==> config.mk <==
export PLATFORM = sky130hd
export DESIGN_NAME = dm_arbiter
export DESIGN_NICKNAME = d
export VERILOG_FILES = /design/src/rtl/dm_arbiter.sv
export SDC_FILE = /design/constraint.sdc
export NUM_CORES = 1
export LEC_CHECK = 0
export CORE_MARGIN = 4
export CORE_UTILIZATION = 39
export CTS_CLUSTER_SIZE = 40
export DETAILED_ROUTE_END_ITERATION = 7
export GPL_TIMING_DRIVEN = 0
export PLACE_DENSITY = 0.8
export SLEW_MARGIN = 20
export SYNTH_ARGS = -nofsm -noshare
export SYNTH_HDL_FRONTEND = slang
export SYNTH_SLANG_ARGS = --single-unit
==> constraint.sdc <==
create_clock -name clk -period 1.8 [get_ports clk]
set_input_delay 0.45 -clock clk [delete_from_list [all_inputs] [get_ports clk]]
set_output_delay 0.45 -clock clk [all_outputs]
set_load 0.01 [all_outputs]
==> src/rtl/dm_arbiter.sv <==
`default_nettype none
// ============================================================================
// Module   : dm_arbiter
// Purpose  : Two-port arbiter/sequencer sharing one 256x8 data-memory port.
//            Optional macro DM_ARB_FIXED_PRIO_EN gives port 0 fixed priority.
// Revision : 1.0  initial release
// ============================================================================
module dm_arbiter #(
    parameter int             AW       = 8,
    parameter int             DW       = 8,
    parameter logic [AW-1:0]  P1_WR_LO = 8'h80
) (
    input  logic          clk,
    input  logic          rst,
    input  logic          req0,
    input  logic          req1,
    input  logic          we0,
    input  logic          we1,
    input  logic [AW-1:0] addr0,
    input  logic [AW-1:0] addr1,
    input  logic [DW-1:0] wdata0,
    input  logic [DW-1:0] wdata1,
    output logic          gnt0,
    output logic          gnt1,
    output logic          rvalid0,
    output logic          rvalid1,
    output logic [DW-1:0] rdata0,
    output logic [DW-1:0] rdata1,
    output logic          err1,
    output logic [AW-1:0] mem_ea,
    output logic [DW-1:0] mem_result,
    output logic          mem_en,
    input  logic [DW-1:0] mem_data
);

    typedef enum logic [0:0] {
        ST_IDLE   = 1'b0,
        ST_ACCESS = 1'b1
    } state_t;

    state_t          state_q,  state_d;
    logic            last_q,   last_d;
    logic            sel_q,    sel_d;
    logic            we_q,     we_d;
    logic            blk_q,    blk_d;
    logic [AW-1:0]   addr_q,   addr_d;
    logic [DW-1:0]   wdata_q,  wdata_d;
    logic [DW-1:0]   rdata0_q, rdata0_d;
    logic [DW-1:0]   rdata1_q, rdata1_d;
    logic            rvalid0_q, rvalid0_d;
    logic            rvalid1_q, rvalid1_d;
    logic            err1_q,   err1_d;
    logic            w_win1;
    logic            w_we;
    logic [AW-1:0]   w_addr;

    always_comb begin
`ifdef DM_ARB_FIXED_PRIO_EN
        w_win1 = req1 & ~req0;
`else
        // On contention the port that did not win last time is served.
        w_win1 = req1 & (~req0 | ~last_q);
`endif
        w_we   = w_win1 ? we1   : we0;
        w_addr = w_win1 ? addr1 : addr0;
    end

    always_comb begin
        state_d   = state_q;
        last_d    = last_q;
        sel_d     = sel_q;
        we_d      = we_q;
        blk_d     = blk_q;
        addr_d    = addr_q;
        wdata_d   = wdata_q;
        rdata0_d  = rdata0_q;
        rdata1_d  = rdata1_q;
        rvalid0_d = 1'b0;
        rvalid1_d = 1'b0;
        err1_d    = 1'b0;
        case (state_q)
            ST_IDLE: begin
                if (req0 | req1) begin
                    state_d = ST_ACCESS;
                    sel_d   = w_win1;
                    we_d    = w_we;
                    addr_d  = w_addr;
                    wdata_d = w_win1 ? wdata1 : wdata0;
                    blk_d   = w_win1 & w_we & (w_addr < P1_WR_LO);
                    if (req0 & req1) begin
                        last_d = w_win1;
                    end
                end
            end
            ST_ACCESS: begin
                state_d = ST_IDLE;
                if (sel_q) begin
                    rvalid1_d = 1'b1;
                    err1_d    = blk_q;
                    if (!we_q) begin
                        rdata1_d = mem_data;
                    end
                end else begin
                    rvalid0_d = 1'b1;
                    if (!we_q) begin
                        rdata0_d = mem_data;
                    end
                end
            end
            default: state_d = ST_IDLE;
        endcase
    end

    always_ff @(posedge clk) begin
        if (rst) begin
            state_q   <= ST_IDLE;
            last_q    <= 1'b1;
            sel_q     <= 1'b0;
            we_q      <= 1'b0;
            blk_q     <= 1'b0;
            addr_q    <= '0;
            wdata_q   <= '0;
            rdata0_q  <= '0;
            rdata1_q  <= '0;
            rvalid0_q <= 1'b0;
            rvalid1_q <= 1'b0;
            err1_q    <= 1'b0;
        end else begin
            state_q   <= state_d;
            last_q    <= last_d;
            sel_q     <= sel_d;
            we_q      <= we_d;
            blk_q     <= blk_d;
            addr_q    <= addr_d;
            wdata_q   <= wdata_d;
            rdata0_q  <= rdata0_d;
            rdata1_q  <= rdata1_d;
            rvalid0_q <= rvalid0_d;
            rvalid1_q <= rvalid1_d;
            err1_q    <= err1_d;
        end
    end

    // The memory writes at the mid-cycle negedge, so reset must veto the
    // enable combinationally to stop a write in the cycle it is asserted.
    assign mem_en     = (state_q == ST_ACCESS) & we_q & ~blk_q & ~rst;
    assign gnt0       = (state_q == ST_ACCESS) & ~sel_q;
    assign gnt1       = (state_q == ST_ACCESS) &  sel_q;
    assign mem_ea     = addr_q;
    assign mem_result = wdata_q;
    assign rvalid0    = rvalid0_q;
    assign rvalid1    = rvalid1_q;
    assign rdata0     = rdata0_q;
    assign rdata1     = rdata1_q;
    assign err1       = err1_q;

endmodule
`default_nettype wire

==> summary.md <==
| Metric | Value |
|---|---|
| Seq/Total Area, Yosys | `0.507` |
| Req. time, crit path | `1.35 ns` |
| Peak VDD IR | `0.000806 V` |
| Slowest cell on crit path | `clkdlybuf4s50_1` |
| Share of layout cells above drive strength 1 | `0.0974` |
| Placed cell area | `2470 um^2` |
| CTS tree | `yes` |
| Bufs and invs on worst path | `1` |
| Detailed-router iteration count before antenna repair | `4` |
| Share of the clock period used by the worst path | `0.907` |
| CTS sink count | `40` |
| Synthesized area | `1580 um^2` |
| Pin count of the biggest net entering global routing | `14` |
| Fmax | `612 MHz` |
| Clock Path Buffers | `2` |
| Row count | `22` |
| Outcome | `completed` |
| GRT overflow | `0` |
| Vias in the first global route | `1471` |
| Worst Hold Class | `primary input to flop` |
| IO Pins | `84` |
| Clock slew seen by the registers of the worst setup and hold paths | `0.08 ns` |
| Flops & latches, synth | `40` |
| Initial DRC count | `70` |
| Final Slew Violations | `0` |
| Final wirelength | `4480 um` |
| P&R area growth vs syn | `65.6%` |
| Final hold vios | `0` |
| Largest delay share family, worst path | `buffers and inverters` |
| Startpoint types | `flop` |
| Number of enable flip-flop cells after synthesis | `0` |
| PortBufs | `83` |
| Cells after DPL | `307` |
| Async set-or-reset flop fraction in the synthesized netlist | `0` |
| Worst slew pin tran | `0.457 ns` |
| Routed len/inst | `14.2 um` |
| Vias | `1519` |
| WP data arrival | `1.18 ns` |
| GP Congestion | `0.719` |
| Crit Path Category | `flop to output port` |
| Synth Net Count | `222` |
| Final std cells w/o fill | `315` |
| Dpl hpwl | `3370 um` |
| Layout Nets | `312` |
| First-pass GRT wire length | `7180 um` |
| Slew headroom | `0.696` |
| Vias per cell | `4.82` |
| Yosys warning total | `0` |
| Critical path endpoint category | `output port` |
| Commonest cells post-synth | `40 x dfxtp_1, 36 x nor2_1, 19 x nand2_1` |
| Ys flop type | `dfxtp_1` |
| Setup TNS | `0 ns` |
| Design Area, Final | `2620 um^2` |
| Clk_skew | `0.00413 ns` |
| Initial antenna violation count | `0` |
| GRT Util Overall | `0.175` |
| Starting Density | `0.416` |
| Core footprint | `3800 um^2` |
| Critical-path cell list | `clkdlybuf4s50_1` |
| DRT antenna net count | `0` |
| Post-synthesis cell count | `176` |
| Final core occ | `0.689` |
| Die area | `5130 um^2` |
| CTS root buf | `clkbuf_8` |
| MaxCap Viol Count | `0` |
| Critical path peak fanout | `2` |
| Mean Syn Cell Area | `8.98 um^2` |
| Antenna Cells | `0` |
| Top-count cell post-synth | `dfxtp_1` |
| PwrDens | `826 nW/um^2` |
| Setup violations, final | `0` |
| Worst path max stage delay | `0.57 ns` |
| Yosys top cell area share | `0.507` |
| RSZ-0062 raised after global routing | `false` |
| Area leader, netlist | `dfxtp_1` |
| CTS buffer count | `5` |
| Netlist cell types | `23` |
| H-tree levels | `2` |
| Die height | `71.7 um` |
| Pleak | `1.11 nW` |
| Top post-synthesis cells by area | `dfxtp_1 51%, mux2i_1 10%, nor2_1 8.6%` |
| Die W | `71.7 um` |
| DRC violations left | `0` |
| Later-pin clock latency in the skew report | `0.29 ns` |
| Minimum clock period after layout | `1.63 ns` |
layer usage:
| metal | vias up | GRT usage | routed length [um] |
|---|---|---|---|
| li1 | 780 | - | - |
| met1 | 691 | 0.207 | 1880 |
| met2 | 40 | 0.304 | 2300 |
| met3 | 8 | 0.0365 | 204 |
| met4 | 0 | 0.0731 | 86 |
| met5 | - | 0 | 0 |
report_power, final:
group	internal (mW)	switching (mW)
clock	0.410	0.314
combinational	0.265	0.192
sequential	0.945	0.0352
cell type report:
type / instances / area, um^2
clock buffer: 5 / 68.8
fill: 323 / 1180
tap: 48 / 60.1
timing repair buffer: 84 / 831
multi-input combinational: 121 / 722
buffer: 13 / 82.6
sequential: 40 / 806
clock inverter: 3 / 42.5
inverter: 1 / 3.75
metrics by stage:
| step | worst slack (ns) | hold slack, ns | power [mW] |
|---|---|---|---|
| 3_5_place_dp | -0.726 | 0.464 | 1.45 |
| 2_1_floorplan | 0.277 | 0.440 | 1.19 |
| 3_3_place_gp | -0.780 | 0.455 | 1.44 |
| 5_1_grt | 0.114 | 0.431 | 2.27 |
| 4_1_cts | 0.00254 | 0.475 | 2.17 |
| 6_report | 0.167 | 0.413 | 2.16 |
registers in the layout, summed over array words and instances, names as in the netlist, 8 cells and up:
signal,count
mem_ea,8
rdata0,8
mem_result,8
rdata1,8
kinds of logic (layout without fill, tap and decap cells):
group,count (synthesis),after routing,share of synthesized area
AO/OA/AOI/OAI,40,40,0.168
XOR/XNOR,1,1,0.00554
buffers and inverters,15,106,0.0451
flip-flops,40,40,0.507
multiplexers,16,16,0.101
AND/OR/NAND/NOR,64,64,0.173
path summary, 6_finish.rpt:
check / cells past startpoint / end / startpoint / slack, ns
setup / recovery: 1 / mem_result[2] / mem_result[2] / 0.17
hold / removal: 2 / rvalid1 / rst / 0.41
setup reg to reg: 4 / blk_q / last_q / 0.41
hold reg to reg: 2 / blk_q / blk_q / 0.49
timing repair:
action                     CTS  global route
resized for setup           16            10
hold endpoints to repair     0             0
hold buffers                 0             0
pin swaps                    1             0
cloned                       0             0
setup buffers                0             1
setup endpoints to repair   13            12
cell usage in the layout (no fill, tap or decap), types with 5 or more instances in the layout:
master            n
nor2_1           36
buf_2             5
mux2i_1          16
clkdlybuf4s50_1  77
a211oi_1         17
dfxtp_1          38
nand2_1          19
clkbuf_8          5
a21oi_1          18
Note: power is estimated with default switching activity, not from simulation.
